`src/rtl/ysyx_040066_trap_ctrl.sv`:
```
// Machine-mode trap controller: M-mode CSR file, timer interrupt arming,
// and ecall/mret/interrupt redirect generation at instruction-retire boundaries.
module ysyx_040066_trap_ctrl #(
  parameter logic [63:0] MTVEC_RST = 64'h0000_0000_8000_0000,
  parameter bit          VEC_EN    = 1'b1
) (
  input  logic        clk,
  input  logic        rst,
  input  logic        intr,
  input  logic        commit_valid,
  input  logic [63:0] commit_pc,
  input  logic [63:0] commit_npc,
  input  logic        commit_ecall,
  input  logic        commit_mret,
  input  logic        csr_wen,
  input  logic [11:0] csr_addr,
  input  logic [63:0] csr_wdata,
  output logic [63:0] csr_rdata,
  output logic        csr_illegal,
  output logic        redirect_valid,
  output logic [63:0] redirect_pc
);

  typedef enum logic [1:0] {IDLE, ARMED, TRAP} state_t;

  localparam int NCSR = 7;
  // Slot order: mstatus, mie, mtvec, mscratch, mepc, mcause, mip
  localparam logic [NCSR*12-1:0] CSR_MAP = {12'h344, 12'h342, 12'h341, 12'h340,
                                            12'h305, 12'h304, 12'h300};

  state_t      state_reg;
  logic        mstatus_mie_reg;
  logic        mstatus_mpie_reg;
  logic        mie_mtie_reg;
  logic        mtip_reg;
  logic [63:0] mtvec_reg;
  logic [63:0] mscratch_reg;
  logic [63:0] mepc_reg;
  logic [63:0] mcause_reg;
  logic        redirect_valid_reg;
  logic [63:0] redirect_pc_reg;

  logic [NCSR-1:0] csr_hit;
  logic [NCSR-1:0] csr_wsel;
  logic [63:0]     csr_val [NCSR];
  logic [63:0]     mepc_rd;
  logic [63:0]     tvec_base;
  logic [63:0]     tvec_int;
  logic            pend;
  logic            csr_wr;
  logic            unused_mepc_low;

  assign mepc_rd         = {mepc_reg[63:2], 2'b00};
  assign unused_mepc_low = ^mepc_reg[1:0];
  assign tvec_base       = {mtvec_reg[63:2], 2'b00};
  assign tvec_int        = (VEC_EN && mtvec_reg[1:0] == 2'b01) ? tvec_base + 64'd28 : tvec_base;
  assign pend            = mtip_reg & mie_mtie_reg & mstatus_mie_reg;
  // The pipeline is squashing during TRAP, so any commit then is ignored entirely.
  assign csr_wr          = commit_valid & csr_wen & (state_reg != TRAP);

  assign csr_val[0] = {51'b0, 2'b11, 3'b0, mstatus_mpie_reg, 3'b0, mstatus_mie_reg, 3'b0};
  assign csr_val[1] = {56'b0, mie_mtie_reg, 7'b0};
  assign csr_val[2] = mtvec_reg;
  assign csr_val[3] = mscratch_reg;
  assign csr_val[4] = mepc_rd;
  assign csr_val[5] = mcause_reg;
  assign csr_val[6] = {56'b0, mtip_reg, 7'b0};

  genvar gi;
  generate
    for (gi = 0; gi < NCSR; gi++) begin : g_dec
      assign csr_hit[gi]  = (csr_addr == CSR_MAP[gi*12 +: 12]);
      assign csr_wsel[gi] = csr_hit[gi] & csr_wr;
    end
  endgenerate

  always_comb begin
    csr_rdata = '0;
    for (int i = 0; i < NCSR; i++) begin
      if (csr_hit[i]) csr_rdata = csr_rdata | csr_val[i];
    end
  end

  assign csr_illegal    = ~|csr_hit;
  assign redirect_valid = redirect_valid_reg;
  assign redirect_pc    = redirect_pc_reg;

  always_ff @(posedge clk) begin
    if (rst) begin
      state_reg          <= IDLE;
      mstatus_mie_reg    <= 1'b0;
      mstatus_mpie_reg   <= 1'b0;
      mie_mtie_reg       <= 1'b0;
      mtip_reg           <= 1'b0;
      mtvec_reg          <= MTVEC_RST;
      mscratch_reg       <= '0;
      mepc_reg           <= '0;
      mcause_reg         <= '0;
      redirect_valid_reg <= 1'b0;
      redirect_pc_reg    <= '0;
    end else begin
      mtip_reg           <= intr;
      redirect_valid_reg <= 1'b0;

      // Plain CSR writes first; trap side effects below override mstatus/mepc/mcause.
      if (csr_wsel[0]) begin
        mstatus_mie_reg  <= csr_wdata[3];
        mstatus_mpie_reg <= csr_wdata[7];
      end
      if (csr_wsel[1]) mie_mtie_reg <= csr_wdata[7];
      if (csr_wsel[2]) mtvec_reg    <= csr_wdata;
      if (csr_wsel[3]) mscratch_reg <= csr_wdata;
      if (csr_wsel[4]) mepc_reg     <= csr_wdata;
      if (csr_wsel[5]) mcause_reg   <= csr_wdata;

      case (state_reg)
        IDLE, ARMED: begin
          if (commit_valid && commit_ecall) begin
            mepc_reg           <= commit_pc;
            mcause_reg         <= 64'd11;
            mstatus_mpie_reg   <= mstatus_mie_reg;
            mstatus_mie_reg    <= 1'b0;
            redirect_pc_reg    <= tvec_base;
            redirect_valid_reg <= 1'b1;
            state_reg          <= TRAP;
          end else if (commit_valid && commit_mret) begin
            mstatus_mie_reg    <= mstatus_mpie_reg;
            mstatus_mpie_reg   <= 1'b1;
            redirect_pc_reg    <= mepc_rd;
            redirect_valid_reg <= 1'b1;
            state_reg          <= TRAP;
          end else if (state_reg == ARMED && commit_valid) begin
            mepc_reg           <= commit_npc;
            mcause_reg         <= 64'h8000_0000_0000_0007;
            mstatus_mpie_reg   <= mstatus_mie_reg;
            mstatus_mie_reg    <= 1'b0;
            redirect_pc_reg    <= tvec_int;
            redirect_valid_reg <= 1'b1;
            state_reg          <= TRAP;
          end else if (pend) begin
            state_reg <= ARMED;
          end else begin
            state_reg <= IDLE;
          end
        end
        default: state_reg <= IDLE;
      endcase
    end
  end

endmodule

```
`config.mk`:
```
export PLATFORM = sky130hd
export DESIGN_NAME = ysyx_040066_trap_ctrl
export DESIGN_NICKNAME = d
export VERILOG_FILES = /design/src/rtl/ysyx_040066_trap_ctrl.sv
export SDC_FILE = /design/constraint.sdc
export NUM_CORES = 1
export LEC_CHECK = 0
export BUFFER_PORTS_ARGS = -buffer_cell sky130_fd_sc_hd__buf_2
export CORE_MARGIN = 2
export CORE_UTILIZATION = 55
export CTS_CLUSTER_DIAMETER = 80
export CTS_CLUSTER_SIZE = 14
export DETAILED_ROUTE_END_ITERATION = 7
export PLACE_DENSITY_LB_ADDON = 0.1
export REMOVE_ABC_BUFFERS = 1
export SYNTH_ARGS = -nofsm -noshare
export SYNTH_HDL_FRONTEND = slang
export SYNTH_SLANG_ARGS = --single-unit
```
`constraint.sdc`:
```
create_clock -name clk -period 2.9 [get_ports clk]
set_input_delay 0.29 -clock clk [delete_from_list [all_inputs] [get_ports clk]]
set_output_delay 0.29 -clock clk [all_outputs]
set_load 0.01 [all_outputs]
```
* Yosys cells after proc, flatten, opt, wreduce, memory -nomap -nowiden
Cells that the tools add are included.
** Word-level totals
- Register bits after elaboration :: 327
- Latch bits :: 0
- Bits in writable memories :: 0
- ROM bits :: 0
- Output and inout bits :: 130
- Memories :: 0
** Operators by class
- $add $sub $neg :: 1
- $mul :: 0
- Div/mod/pow operators :: 0
- $lt $le $gt $ge :: 0
- Equality and inequality tests :: 10
- Shift-type cells :: 0
- Multiplexer cells :: 38
- Bitwise gates (word level) :: 17
- Reduce and logical (&&, ||, !) cells :: 11
** Operators with widths (count)
- 2-to-1 mux 64 bit :: 20
- bitwise OR 64 bit :: 4
- equality test 12 x 10 -> 1 bit, second input constant :: 7
- adder 64 x 5 -> 64 bit, second input constant :: 1
- bitwise OR 64 x 8 -> 64 bit :: 1
- 2-to-1 mux 1 bit :: 14
- 2-to-1 mux 13 bit :: 1
- bitwise OR 13 x 8 -> 13 bit :: 1
- bitwise AND 1 bit :: 10
- OR reduction 7 bit :: 1
- 2-to-1 mux 2 bit :: 3
- OR reduction 5 bit :: 1
- equality test 2 x 1 -> 1 bit, second input constant :: 2
- OR reduction 2 bit :: 2
- logical AND 1 bit :: 3
- nonzero test 3 bit :: 1
- zero test 2 bit :: 1
- != test 2 bit, second input constant :: 1
- AND reduction 2 bit :: 1
- zero test 1 bit :: 1
- NOT 1 bit :: 1

* Longest topological paths before layout
Gate-level depths: netlist (run 1).
- Word-level depth :: 14
- Mapped depth :: 9
- Mapped depth without buffers :: 7

* Worst setup path before layout (run 1)
No wires, ideal clock.
- Path type :: in2out
- Start point :: in csr_addr[10]
- End point :: out csr_rdata[3]
- Arrival :: 1.798 ns
- Data required time :: 2.610 ns
- Path slack :: 0.812 ns
- Cell stages on the path :: 6
- Buffers on the path :: 1
- Cells stage by stage :: nor4_2 -> nand4b_1 -> nor2_1 -> clkbuf_1 -> a22oi_1 -> nand2_1
** Between the ends
- Word-level cells in the longest chain between the ends :: 14
** RTL lines
- start: declaration :: RTL line 16 : input logic [11:0] csr_addr,
- equality test 12 x 10 -> 1 bit :: RTL line 72 : assign csr_hit[gi] = (csr_addr == CSR_MAP[gi*12 +: 12]);
- 2-to-1 mux 13 bit :: RTL line 80 : if (csr_hit[i]) csr_rdata = csr_rdata | csr_val[i];
- bitwise OR 13 x 8 -> 13 bit :: RTL line 80
- 2-to-1 mux 64 bit :: RTL line 80
- bitwise OR 64 bit :: RTL line 80
- 2-to-1 mux 64 bit :: RTL line 80
- bitwise OR 64 bit :: RTL line 80
- 2-to-1 mux 64 bit :: RTL line 80
- bitwise OR 64 bit :: RTL line 80
- 2-to-1 mux 64 bit :: RTL line 80
- bitwise OR 64 bit :: RTL line 80
- 2-to-1 mux 64 bit :: RTL line 80
- bitwise OR 64 x 8 -> 64 bit :: RTL line 80
- 2-to-1 mux 64 bit * :: RTL line 80
- end: declaration :: RTL line 18 : output logic [63:0] csr_rdata,
Every way passes the cells marked *; elsewhere a longest branch is shown, timed or not.

* Worst setup path after layout (run 1)
- Start point :: in csr_addr[10]
- End point :: out csr_rdata[44]
** Between the ends
- Word-level cells in the longest chain between the ends :: 10
** RTL lines (RTL line)
- equality test 12 x 10 -> 1 bit :: 72
- 2-to-1 mux 64 bit :: 80
- bitwise OR 64 bit :: 80
- 2-to-1 mux 64 bit :: 80
- bitwise OR 64 bit :: 80
- 2-to-1 mux 64 bit :: 80
- bitwise OR 64 bit :: 80
- 2-to-1 mux 64 bit :: 80
- bitwise OR 64 x 8 -> 64 bit :: 80
- 2-to-1 mux 64 bit * :: 80
Marks and branches as above.

==> results of run 1 <==
worst min-delay path: cells and delay by family:
family | cells | cell delay (ps)
buffers and inverters | 1 | 130
AND/OR/NAND/NOR | 1 | 60
AO/OA/AOI/OAI | 1 | 50
power groups by stage:
stage	Combinational [uW]	Sequential [uW]	Clock, uW
global route	923	4610	3380
global placement	812	4700	0
finish	855	4610	3210
floorplan	334	4690	0
CTS	842	4610	3240
detailed placement	828	4700	0
worst min path at each step:
| stage | startpoint | endpoint | slack (ps) | cells after the start |
|---|---|---|---|---|
| floorplan | rst | mscratch_reg[0] | 360 | 1 |
| finish | csr_wdata[9] | mtvec_reg[9] | 20 | 3 |
| CTS | csr_wdata[44] | mcause_reg[44] | 0.05 | 3 |
| detailed placement | mscratch_reg[22] | mscratch_reg[22] | 450 | 2 |
| global route | csr_wdata[6] | mtvec_reg[6] | 20 | 3 |
| global placement | mscratch_reg[28] | mscratch_reg[28] | 440 | 2 |
through the flow:
step	power, uW	setup TNS, ps	cell area [um2]	setup WS, ps	hold WS (ps)
finish	8674	0	19090	226.9	16.21
detailed placement	5532	0	18310	233.4	445.6
floorplan	5028	-481110	15240	-4912	359.1
CTS	8683	0	19090	218.7	0.05029
global route	8913	0	19090	103.9	17.05
global placement	5516	0	18310	323.0	440.7
cells by family after synthesis:
| group | share of synthesized area [%] |
|---|---|
| and+or+nand+nor | 24.10 |
| AOI/OAI and AO/OA | 24.67 |
| muxes | 5.097 |
| other | 0.02318 |
| buffers and inverters | 6.018 |
| adders and majority gates | 0.07734 |
| DFF | 39.85 |
| xor gates and xnor gates | 0.1625 |
per-layer routing:
metal  up-vias  GRT usage, %
li1       8064             -
met1      8326         49.84
met2      1109         58.43
met3       148         5.390
met4         2         14.15
met5         -             0
placed cells by master (no fill, tap or decap), drive strengths merged, types with 8 or more instances in the layout:
cell type / count
a21oi: 227
or3: 14
o21ai: 33
nand4: 31
inv: 9
mux2i: 79
nor4: 30
nor3: 38
nand2: 555
o311ai: 14
a22oi: 68
or4: 10
a221oi: 20
a221o: 13
and4: 10
nand3: 42
dlygate4sd3: 10
nor2: 83
dfxtp: 322
clkbuf: 28
a311oi: 9
nand2b: 8
o22ai: 78
buf: 409
a222oi: 61
and2: 9
repair_timing:
action / CTS / global route
hold endpoints to repair: 13 / 0
hold buffers: 10 / 0
resized for setup: 0 / 0
endpoints found under the setup margin: 0 / 0
area by class of cell:
type | instances | area, um2 | share of cell area, %
Multi-Input combinational cell | 1543 | 8826 | 46.23
Sequential cell | 322 | 6446 | 33.77
Timing Repair Buffer | 420 | 2626 | 13.76
Clock buffer | 27 | 675.6 | 3.539
Tap cell | 384 | 480.5 | 2.517
Inverter | 9 | 33.78 | 0.1770
Antenna cell | 1 | 2.502 | 0.01311
==> results.cfg, run 1 <==
[power]
seq_power_share_pct = 53.1
power_frac_clock_pct = 37.0
comb_power_share_pct = 9.9
p_per_area_nw_per_um2 = 454.3
p_switching_uw = 2181
p_int_uw = 6493
p_leak_uw = 0.007033
peakVddDrop_mv = 0.5081
swShare_pct = 25.14

[worst_setup_path]
crit_path_end = csr_rdata[44]
critical_path_cell_count = 8
worstReg2RegStart = mtvec_reg[11]
cp-start-kind = primary input
critPathBufInv = 3
crit_required_ps = 2610
setup.worst_path.start = csr_addr[10]
cp_common_cell = buf_2
arrival_ps = 2380
cpLargestDelayFamily = simple AND/OR/NAND/NOR gates
path_class = in -> out
cpPeakStageDelay_ps = 460
reg2regPathDepth = 5
crit-reg2reg-capture = redirect_pc[41]
path_max_fanout = 52
cpMaxStageDelayCell = nand4b_1
path_cells = buf_2, nor4_2, nand4b_1, nor2_4, buf_12, a222oi_1, nand2_1, buf_2
ff2ff_setup_slack_ps = 280
end_kind = output pin

[synthesis]
yosysWarnings = 0
yosysTopAreaCellShare_pct = 39.85
syn-instance-count = 2089
synth_area_leaders = dfxtp_1, nand2_1, a21oi_1
synth.most_common_cell = nand2_1
yosysTopAreaCell = dfxtp_1
async_reset_ff_share_pct = 0
synth.avg_cell_area_um2 = 7.743
synth_edf_count = 0
synthDistinctLibCells = 81
ys_ff_latch = 322
netlist_area_um2 = 16180
ys_seq_area_share_pct = 39.85
yosys-top-cells-count = nand2_1, dfxtp_1, a21oi_1
synth_ff_type = dfxtp_1

[status]
violations = design-rule violations
status = finished, violations left

[finish]
fillers = 2586
finalCoreUtilization_pct = 66.16
nets = 2534
area_delta_synth_final_pct = 18.02
drive_gt1_share_pct = 20.59
layout.cells.non_filler = 2706

[sta]
setup_violations = 0
hold_viol_final = 0
slew_headroom_pct = 35.28
worstMarginPinSlew_ps = 960.6
max_freq_mhz = 374.1
drv_slew = 0
min_period_ps = 2673
rsz0062_at_grt = false
skew_ps = 10.36
finalCritPeriodShare_pct = 92.18

[route]
dr_wl_met3_mm = 6.258
vias = 17650
drt-met1-wl_mm = 23.54
wl_per_cell_um = 21.55
firstDrtPassIters = 8
drt_wl_total_mm = 58.32
drt_iter0_drc = 2377
drc_errors = 4
via_per_inst = 6.522
wl_met2_mm = 26.34
drtAntennaViolNets = 0
dr.max_layer_used = met5

[floorplan]
die-area_um2 = 30800
rows = 62
die_h_um = 175.5
initial_core_util_pct = 56.05
io_pins = 341
die_w_um = 175.5
coreArea_um2 = 28860

[placed_design]
placed_cells = 2668
gp_congestion = 0.9612
hpwl_mm = 38.26
portBuffers = 334

[cts]
h-tree-depth = 1
root_buffer = clkbuf_16
cts_tree = built
clk_pin_slew_worst_paths_ps = 70
cts_buffers = 26
cts_setup_buffers = 0
clk_path_buf_depth = 3
clk_latency_ps = 550
cts_sinks = 322

[grt]
grt_max_degree = 133
grt_pass1_wl_mm = 90.83
antenna_found_initial = 2
grt.overflow.total = 0
grt_pass1_vias = 16650
grtUsageTotal_pct = 36.50

[min_path]
hold_class = in -> reg

[job]
max_cap_violations = 0
Note: power is estimated with default switching activity, not from simulation.
==> run 2, diff against run 1 <==
--- a/config.mk
+++ b/config.mk
@@ -6,6 +6,7 @@
 export NUM_CORES = 1
 export LEC_CHECK = 0
 export BUFFER_PORTS_ARGS = -buffer_cell sky130_fd_sc_hd__buf_2
+export CORE_ASPECT_RATIO = 0.9
 export CORE_MARGIN = 2
 export CORE_UTILIZATION = 55
 export CTS_CLUSTER_DIAMETER = 80
==> results.cfg, run 2 (synthesis gave the netlist of run 1 again) <==
[status]
status = complete, no violations

[sta]
hold_viol_final = 0
timing.hold.ws_ps = 17.40
setup_violations = 0
finalWorstSetupSlack_ps = 355.7
fin_setup_tns_ps = 0
finalCritPeriodShare_pct = 87.74
min_period_ps = 2544
max_freq_mhz = 393.0
skew_ps = 11.89
slew_headroom_pct = 38.06
worstMarginPinSlew_ps = 929.1
drv_slew = 0
rsz0062_at_grt = false

[power]
p_int_uw = 6481
comb_power_share_pct = 9.7
seq_power_share_pct = 53.2
p_per_area_nw_per_um2 = 457.3
p_switching_uw = 2181
peakVddDrop_mv = 0.3960
finalPower_uw = 8662
power_frac_clock_pct = 37.1
p_leak_uw = 0.006980
swShare_pct = 25.18

[route]
via_per_inst = 6.451
drtAntennaViolNets = 0
wl_per_cell_um = 21.57
drt_iter0_drc = 2303
vias = 17490
firstDrtPassIters = 7
drt_wl_total_mm = 58.48
drc_errors = 0

[placed_design]
placed_cells = 2682
preCtsSetupSlack_ps = 429.1
hpwl_mm = 38.45
portBuffers = 334
gp_congestion = 0.9468

[worst_setup_path]
critPathBufInv = 0
cpPeakStageDelay_ps = 550
cp-start-kind = flop
path_cells = and4_1, and4_1, and3_1, nand3_1, a311o_1
cpLargestDelayFamily = simple AND/OR/NAND/NOR gates
arrival_ps = 2970
setup.worst_path.start = mtvec_reg[7]
path_max_fanout = 12
cp_common_cell = and4_1
end_kind = flop
crit_required_ps = 3330
worstReg2RegStart = mtvec_reg[7]
cpMaxStageDelayCell = and4_1
path_class = reg -> reg

[finish]
nets = 2527
layout.cells.non_filler = 2711
final_cell_mix = nand2_1, buf_2, dfxtp_1
final_common_cell = nand2_1
drive_gt1_share_pct = 20.74
area_delta_synth_final_pct = 17.11

[min_path]
hold_class = in -> reg
min-delay-start = csr_wdata[47]

[floorplan]
coreArea_um2 = 28940
initial_core_util_pct = 55.90
rows = 59
die-area_um2 = 30800
io_pins = 341
die_w_um = 184.8
die_h_um = 166.7

[cts]
cts_sinks = 322
root_buffer = clkbuf_16
cts_tree = built
clk_pin_slew_worst_paths_ps = 80
cts_buffers = 26
h-tree-depth = 1
clk_latency_ps = 540
cts_resized = 0
clk_path_buf_depth = 3

[grt]
grt_pass1_wl_mm = 89.92
grt.overflow.total = 0
grtUsageTotal_pct = 36.39
grt_pass1_vias = 16270
grt_max_degree = 86
antenna_found_initial = 1

[job]
max_cap_violations = 0
-- run 2: cell types whose count changed in the layout (fill, tap and decap cells not counted), sizes merged --
cell         before  now
dlygate4sd3      10    1
buf             409  411
-- run 2: final timing paths --
check,to,depth (start not counted),slack [ps]
worst min register to register,mscratch_reg[7],2,450
worst max-delay path,redirect_pc[37],5,360
worst max register to register,redirect_pc[37],5,360
worst min-delay path,mcause_reg[47],3,20
-- run 2: layer usage --
metal	global-route usage [%]	up-vias	share of wire, %
met2	57.12	1071	45
met5	0	-	0
li1	-	8053	-
met1	50.50	8238	41
met3	6.845	128	11
met4	11.70	0	2.9
-- run 2: tightest hold or removal path, cell delays in order --
cell     delay, ps
buf_2          120
nand2_1         50
a21oi_1         50
-- run 2: cell type report --
type | instances | area, um2
fillers | 2558 | 9995
clock buffers | 27 | 675.6
repair buffers | 413 | 2464
flip-flops and latches | 322 | 6446
inverters | 9 | 33.78
multi-input cells | 1543 | 8826
diodes | 1 | 2.502
well taps | 396 | 495.5
-- run 2: what timing repair did --
action                                  CTS  global route
endpoints found under the hold margin     1             0
endpoints found under the setup margin    0             0
hold buffers                              1             0
setup buffers                             0             0
-- run 2: power by group through the flow --
stage	combinational (uW)	clock (uW)	sequential (uW)
after global placement	807	0	4710
after detailed placement	823	0	4710
after global routing	906	3380	4610
after CTS	828	3220	4610
final	842	3210	4610
after floorplan	334	0	4690
-- run 2: per-stage QoR --
stage | instance area, um2 | utilization (%)
floorplan | 15240 | -
detailed placement | 18260 | 63.08
finish | 18940 | 65.46
global route | 18940 | 65.46
global placement | 18260 | 63.08
CTS | 18940 | 65.45
